### config.mk
export PLATFORM = sky130hd
export DESIGN_NAME = line_option_sequencer
export DESIGN_NICKNAME = d
export VERILOG_FILES = /design/src/rtl/line_option_sequencer.sv
export SDC_FILE = /design/constraint.sdc
export NUM_CORES = 1
export LEC_CHECK = 0
export ABC_AREA = 0
export CAP_MARGIN = 15
export CELL_PAD_IN_SITES_DETAIL_PLACEMENT = 0
export CELL_PAD_IN_SITES_GLOBAL_PLACEMENT = 2
export CORE_ASPECT_RATIO = 2
export CORE_UTILIZATION = 44
export CTS_CLUSTER_DIAMETER = 50
export DETAILED_ROUTE_END_ITERATION = 8
export GPL_ROUTABILITY_DRIVEN = 0
export PLACE_DENSITY = 0.86
export SLEW_MARGIN = 0
export SYNTH_ARGS = -nofsm -noshare
export SYNTH_HDL_FRONTEND = slang
export SYNTH_SLANG_ARGS = --single-unit
### constraint.sdc
create_clock -name clk -period 4.1 [get_ports clk]
set_input_delay 0.615 -clock clk [delete_from_list [all_inputs] [get_ports clk]]
set_output_delay 0.615 -clock clk [all_outputs]
set_load 0.03 [all_outputs]
### src/rtl/line_option_sequencer.sv
// rtl/line_option_sequencer.sv - circular option FIFO replaying candidate lines to the nonogram solver
// Loads tagged index/option words, then cycles them past the solver until solved or no pass makes progress.
module line_option_sequencer #(
  parameter int SIZE  = 3,
  parameter int DEPTH = 64,
  parameter int CNT_W = 7
) (
  input  logic                    clk,
  input  logic                    rst,
  input  logic [3:0]              num_rows,
  input  logic [3:0]              num_cols,
  input  logic                    load_valid,
  output logic                    load_ready,
  input  logic                    load_is_index,
  input  logic [SIZE-1:0]         load_data,
  input  logic                    load_done,
  output logic [SIZE-1:0]         option,
  output logic                    valid_op,
  output logic                    started,
  input  logic                    put_back_to_FIFO,
  input  logic                    solved,
  output logic [2*SIZE*CNT_W-1:0] old_options_amnt,
  output logic                    busy,
  output logic                    done,
  output logic                    stalled,
  output logic                    load_err,
  output logic [7:0]              pass_count
);
  localparam int LINES = 2*SIZE;
  localparam int PTR_W = $clog2(DEPTH);
  localparam int CW    = PTR_W + 1;

  typedef enum logic [2:0] {S_IDLE, S_LOAD, S_RUN, S_DONE, S_STALL} state_t;
  state_t r_state, w_next;

  logic [SIZE:0]     r_mem [DEPTH];
  logic [PTR_W-1:0]  r_rd_ptr, r_wr_ptr;
  logic [CW-1:0]     r_count;
  logic [CNT_W-1:0]  r_amnt [LINES];
  logic [SIZE-1:0]   r_cur_line, r_run_line, r_option;
  logic              r_have_idx, r_tag, r_valid, r_started;
  logic              r_first_pass, r_changed, r_load_err;
  logic [7:0]        r_pass_count;
  logic [3:0]        r_num_rows, r_num_cols;

  logic              w_in_load, w_acc, w_idx_bad, w_opt_bad, w_load_push;
  logic              w_run_push, w_drop, w_can_pop, w_boundary, w_stall_bnd;
  logic              w_pop, w_push, w_empty;
  logic [SIZE:0]     w_head, w_wdata;
  logic [7:0]        w_dims_unused;

  // Board dimensions are latched for debug visibility only.
  assign w_dims_unused = {r_num_rows, r_num_cols};

  assign load_ready  = ((r_state == S_IDLE) || (r_state == S_LOAD)) && (r_count < CW'(DEPTH));
  assign w_in_load   = (r_state == S_LOAD) || ((r_state == S_IDLE) && load_valid);
  assign w_acc       = load_valid && load_ready;
  assign w_idx_bad   = load_is_index && ({1'b0, load_data} >= (SIZE+1)'(LINES));
  assign w_opt_bad   = !load_is_index && !r_have_idx;
  assign w_load_push = w_acc && !w_idx_bad && !w_opt_bad;

  assign w_head      = r_mem[r_rd_ptr];
  assign w_run_push  = (r_state == S_RUN) && r_valid && (r_tag || put_back_to_FIFO);
  assign w_drop      = (r_state == S_RUN) && r_valid && !r_tag && !put_back_to_FIFO;
  assign w_can_pop   = (r_state == S_RUN) && !solved && (r_count != '0);
  assign w_boundary  = w_can_pop && w_head[SIZE] && (w_head[SIZE-1:0] == '0);
  // A drop by the option in flight this cycle still counts toward the pass that is ending.
  assign w_stall_bnd = w_boundary && !r_first_pass && !(r_changed || w_drop);
  assign w_pop       = w_can_pop && !w_stall_bnd;
  assign w_empty     = (r_state == S_RUN) && (r_count == '0) && !w_run_push;
  assign w_push      = w_load_push || w_run_push;
  assign w_wdata     = w_load_push ? {load_is_index, load_data} : {r_tag, r_option};

  always_ff @(posedge clk or posedge rst) begin
    if (rst) r_state <= S_IDLE;
    else     r_state <= w_next;
  end

  always_comb begin
    w_next = r_state;
    case (r_state)
      S_IDLE:  if (load_valid) w_next = S_LOAD;
      S_RUN: begin
        if (solved)                      w_next = S_DONE;
        else if (w_stall_bnd || w_empty) w_next = S_STALL;
      end
      default: w_next = r_state;
    endcase
    if (w_in_load && load_done)
      w_next = ((r_count == '0) && !w_load_push) ? S_STALL : S_RUN;
  end

  always_ff @(posedge clk) begin
    if (w_push) r_mem[r_wr_ptr] <= w_wdata;
  end

  always_ff @(posedge clk or posedge rst) begin
    if (rst) begin
      r_rd_ptr     <= '0;
      r_wr_ptr     <= '0;
      r_count      <= '0;
      r_cur_line   <= '0;
      r_run_line   <= '0;
      r_option     <= '0;
      r_have_idx   <= 1'b0;
      r_tag        <= 1'b0;
      r_valid      <= 1'b0;
      r_started    <= 1'b0;
      r_first_pass <= 1'b1;
      r_changed    <= 1'b0;
      r_load_err   <= 1'b0;
      r_pass_count <= '0;
      r_num_rows   <= '0;
      r_num_cols   <= '0;
      for (int i = 0; i < LINES; i++) r_amnt[i] <= '0;
    end else begin
      if (w_push) r_wr_ptr <= r_wr_ptr + PTR_W'(1);
      if (w_pop)  r_rd_ptr <= r_rd_ptr + PTR_W'(1);
      r_count <= r_count + CW'(w_push) - CW'(w_pop);

      r_valid   <= w_pop;
      r_started <= w_pop && w_boundary && r_first_pass;
      if (w_pop) begin
        r_option <= w_head[SIZE-1:0];
        r_tag    <= w_head[SIZE];
        if (w_head[SIZE]) r_run_line <= w_head[SIZE-1:0];
      end

      if (w_pop && w_boundary) begin
        r_first_pass <= 1'b0;
        r_changed    <= 1'b0;
        if (r_pass_count != 8'hFF) r_pass_count <= r_pass_count + 8'd1;
      end else if (w_drop) begin
        r_changed <= 1'b1;
      end

      if (w_acc && load_is_index && !w_idx_bad) begin
        r_cur_line <= load_data;
        r_have_idx <= 1'b1;
      end
      if (w_acc && (w_idx_bad || w_opt_bad)) r_load_err <= 1'b1;
      if (w_in_load && load_done) begin
        r_num_rows <= num_rows;
        r_num_cols <= num_cols;
      end

      for (int i = 0; i < LINES; i++) begin
        if (w_load_push && !load_is_index && (r_cur_line == SIZE'(i)) && (r_amnt[i] != '1))
          r_amnt[i] <= r_amnt[i] + CNT_W'(1);
        else if (w_drop && (r_run_line == SIZE'(i)) && (r_amnt[i] != '0))
          r_amnt[i] <= r_amnt[i] - CNT_W'(1);
      end
    end
  end

  for (genvar g = 0; g < LINES; g++) begin : g_amnt
    assign old_options_amnt[g*CNT_W +: CNT_W] = r_amnt[g];
  end

  assign option     = r_option;
  assign valid_op   = r_valid;
  assign started    = r_started;
  assign busy       = (r_state == S_RUN);
  assign done       = (r_state == S_DONE);
  assign stalled    = (r_state == S_STALL);
  assign load_err   = r_load_err;
  assign pass_count = r_pass_count;
endmodule

==> results by group <==
Run status
  • Outcome: complete, no violations

Synthesis
  • Distinct cells, synth: 71
  • Post-Syn Instances: 1059
  • Share of the yosys chip area belonging to registers: 63.6%
  • Mapped Area: 0.0155 sq mm
  • Async SR Flop Fraction: 25.6%
  • Syn nets: 1125
  • Synth Flop Type: edfxtp_1
  • Synth Warn #: 0
  • Mean Syn Cell Area: 14.7 sq um
  • #FFs+latches synth: 344
  • EDFF count, synth: 256

Detailed routing
  • Number of remaining DRC errors: 0
  • Vias: 9537
  • Detailed Routing Iterations Pass 1: 5
  • Vias per cell: 5.55
  • Post-route ant nets: 0
  • Final WL: 38.1 mm
  • Iteration-0 DRC Markers: 480
  • Drt wl/cell: 22.2 um

Critical path
  • Crit path kind: reg2reg
  • R2R Path Start: r_rd_ptr[0]$_DFFE_PP0P_
  • CP Max Fanout: 7
  • Worst path required time: 4550 ps
  • Cell Chain, Critical Path: buf_6 -> mux4_2 -> a22o_1 -> a211o_1 -> a32oi_2 -> o211ai_4 -> o31ai_4 -> xnor2_1 -> ha_2 -> inv_2 -> fa_2 -> inv_2 -> a21oi_2 -> nor2_2 -> o21ai_1 -> a21oi_1 -> nor2_1 -> xnor2_1
  • Top delay family on crit path: compound AO/OA/AOI/OAI gates
  • Slowest-stage cell, CP: dfrtp_4
  • Slowest stage delay, CP: 560 ps
  • Setup crit end kind: flip-flop
  • CP arrival: 4460 ps
  • Crit start category: flip-flop
  • Worst Setup SP: r_rd_ptr[0]$_DFFE_PP0P_
  • Buf+Inv Stages, Crit Path: 3

GRT
  • First-pass GRT wire length: 58.2 mm
  • Total GRT Usage: 21.9%
  • Initial antenna violation count: 0
  • Vias in the first global route: 9958
  • GRT overflow: 0
  • Largest net degree at the start of global routing: 65

Final layout
  • Fillers: 2890
  • Sequential cell area: 0.00990 sq mm
  • Commonest non-fill, non-tap cell in the layout: edfxtp_1
  • Most frequent cells in the layout: edfxtp_1 (256), buf_4 (118), nor2_1 (115), dfrtp_1 (85), clkdlybuf4s50_1 (69)
  • Multi-input logic area: 0.00533 sq mm
  • Final Core Density: 53.5%
  • Final instance area: 0.0187 sq mm
  • Layout cells sized above 1: 22.6%
  • Final nets: 1319
  • Layout Area Growth over Synthesis: 20.3%
  • Antenna diodes: 0

Floorplanning
  • CORE AREA: 0.0350 sq mm
  • Die area: 0.0361 sq mm
  • Chip width: 135 um
  • FP Rows: 97
  • Starting Density: 44.5%
  • I/O pins: 78
  • Die Y: 268 um

Place
  • Detailed Place HPWL: 28.1 mm
  • Dpl cell area: 0.0176 sq mm
  • Number of buffers inserted by port buffering: 69

Power
  • Net Sw Frac: 26.8%
  • Maximum vdd drop: 325 uV
  • Final Power: 8.79 mW
  • Clock power share: 31.1%
  • P_leak: 7.06 nW
  • Logic gate share of total power: 22.2%
  • Internal Pwr Total: 6.44 mW
  • Net Switching: 2.35 mW
  • Sequential share of power: 46.7%
  • P per Cell Area: 470 mW/mm^2

Clock network
  • TritonCTS Buffers: 29
  • Reg clk slew, reported paths: 70 ps
  • CTS H-tree depth: 1
  • Hold buffer count at cts: 0
  • CTS Sinks: 344
  • Worst skew pair latency: 560 ps
  • Clk root buf: clkbuf_16
  • TritonCTS clock tree: done
  • Clock buffer depth: 3

STA
  • Measured slew at the worst slew-check pin: 807 ps
  • Crit share post-route: 97.8%
  • Worst hold slack: 473 ps
  • Rel. slew slack: 46.2%
  • Post-Route Setup TNS: 0 ps
  • Final setup violation count: 0
  • Post-layout minimum cycle time: 4010 ps
  • Fmax: 250 MHz
  • Max-slew violation count: 0
  • Clk_skew: 15.7 ps
  • Final Hold Fails: 0
  • Unrepaired setup endpoints after global routing: true

Min path
  • Hold/Removal Path Class: reg2reg
  • Hold_sp: r_have_idx$_DFFE_PP0P_

Run
  • Max-cap violations: 0
worst reg2reg max path, cell delays in order (launching register included):
cell      delay, ps
dfrtp_4         560
buf_6           150
mux4_2          470
a22o_1          210
a211o_1         310
a32oi_2         320
o211ai_4        120
o31ai_4         360
xnor2_1         170
ha_2            210
inv_2            40
fa_2            360
inv_2            60
a21oi_2          50
nor2_2           90
o21ai_1          80
a21oi_1         140
nor2_1           70
xnor2_1         120
repair_timing:
item | CTS | global route
endpoints found under the setup margin | 1 | 3
cloned | 0 | 0
hold endpoints to repair | 0 | 0
pin swaps | 9 | 13
setup buffers | 8 | 1
gates resized for setup | 10 | 8
through the flow:
step                std cells  setup WS (ps)
detailed placement       1658          -38.2
global placement         1658           9.17
finish                   1719           92.0
CTS                      1718           9.69
global route             1719           -107
floorplan                1059            176
sequential cells by signal, indices dropped and copies added (netlist names), 3 cells and up:
register,count
pass_count,8
option,3
r_run_line,3
r_cur_line,3
r_state,3
r_mem,256
old_options_amnt,42
r_count,7
r_rd_ptr,6
r_wr_ptr,6
worst paths after layout:
path | to | slack, ps | cells after the start
worst max register to register | r_count[6]$_DFF_PP0_ | 90 | 18
worst max-delay path | r_count[6]$_DFF_PP0_ | 90 | 18
max in group asynchronous | old_options_amnt[40]$_DFFE_PP0P_ | 2730 | 3
worst min-delay path | r_have_idx$_DFFE_PP0P_ | 470 | 1
worst min register to register | r_have_idx$_DFFE_PP0P_ | 470 | 1
min in group asynchronous | r_changed$_DFFE_PP0P_ | 560 | 2
power groups by stage:
| stage | sequential, mW | combinational, mW | clock, mW |
|---|---|---|---|
| 6_report | 4.11 | 1.95 | 2.73 |
| 5_1_grt | 4.12 | 2.09 | 2.91 |
| 4_1_cts | 4.11 | 1.95 | 2.79 |
| 3_5_place_dp | 4.18 | 1.87 | 0 |
| 3_3_place_gp | 4.18 | 1.85 | 0 |
| 2_1_floorplan | 4.15 | 1.15 | 0 |
cells in the mapped netlist (all sizes together), types with 3 or more instances:
library cell | number | area share [%]
a211oi | 4 | 0.19
a21o | 9 | 0.43
a21oi | 47 | 1.5
a221oi | 9 | 0.51
a22o | 5 | 0.28
a22oi | 8 | 0.39
a31o | 3 | 0.17
a31oi | 4 | 0.16
and2 | 4 | 0.16
and3 | 5 | 0.20
buf | 25 | 1.1
clkbuf | 13 | 0.31
dfrtp | 87 | 14
edfxtp | 256 | 49
fa | 7 | 0.90
ha | 41 | 3.3
inv | 40 | 0.97
mux2 | 38 | 2.8
mux2i | 39 | 2.5
mux4 | 43 | 6.2
nand2 | 37 | 0.91
nand3 | 16 | 0.52
nand3b | 11 | 0.53
nand4 | 11 | 0.44
nor2 | 116 | 2.8
nor2b | 9 | 0.36
nor3 | 14 | 0.48
nor3b | 3 | 0.14
nor4 | 7 | 0.28
nor4b | 4 | 0.23
o211ai | 3 | 0.23
o21ai | 20 | 0.64
o21bai | 13 | 0.63
o221ai | 8 | 0.45
o31a | 3 | 0.17
or2 | 3 | 0.12
xnor2 | 45 | 2.5
xor2 | 15 | 0.85
area by class of cell:
| class | count | share of cell area [%] |
|---|---|---|
| sequential | 344 | 52.9 |
| tap | 445 | 2.98 |
| clock buffer | 34 | 3.98 |
| multi-input combinational | 635 | 28.5 |
| inverter | 42 | 0.857 |
| clock inverter | 18 | 0.937 |
| timing repair buffer | 201 | 9.79 |
logic make-up after synthesis:
family | count (synthesis) | share of synthesized area [%]
DFF | 344 | 63.6
and+or+nand+nor | 256 | 8.05
AOI/OAI and AO/OA | 151 | 6.79
muxes | 120 | 11.5
buffers and inverters | 80 | 2.43
xor gates and xnor gates | 60 | 3.38
adders and majority gates | 48 | 4.20
metal layers:
layer / vias up / global-route usage [%] / share of wire [%] / routed length (um)
met5: - / 0 / 0 / 0
met4: 0 / 11.3 / 5.2 / 2000
met2: 230 / 44.0 / 58 / 22200
met3: 100 / 2.13 / 3.1 / 1190
li1: 4394 / - / - / -
met1: 4813 / 21.4 / 33 / 12700
Note: power is estimated with default switching activity, not from simulation.
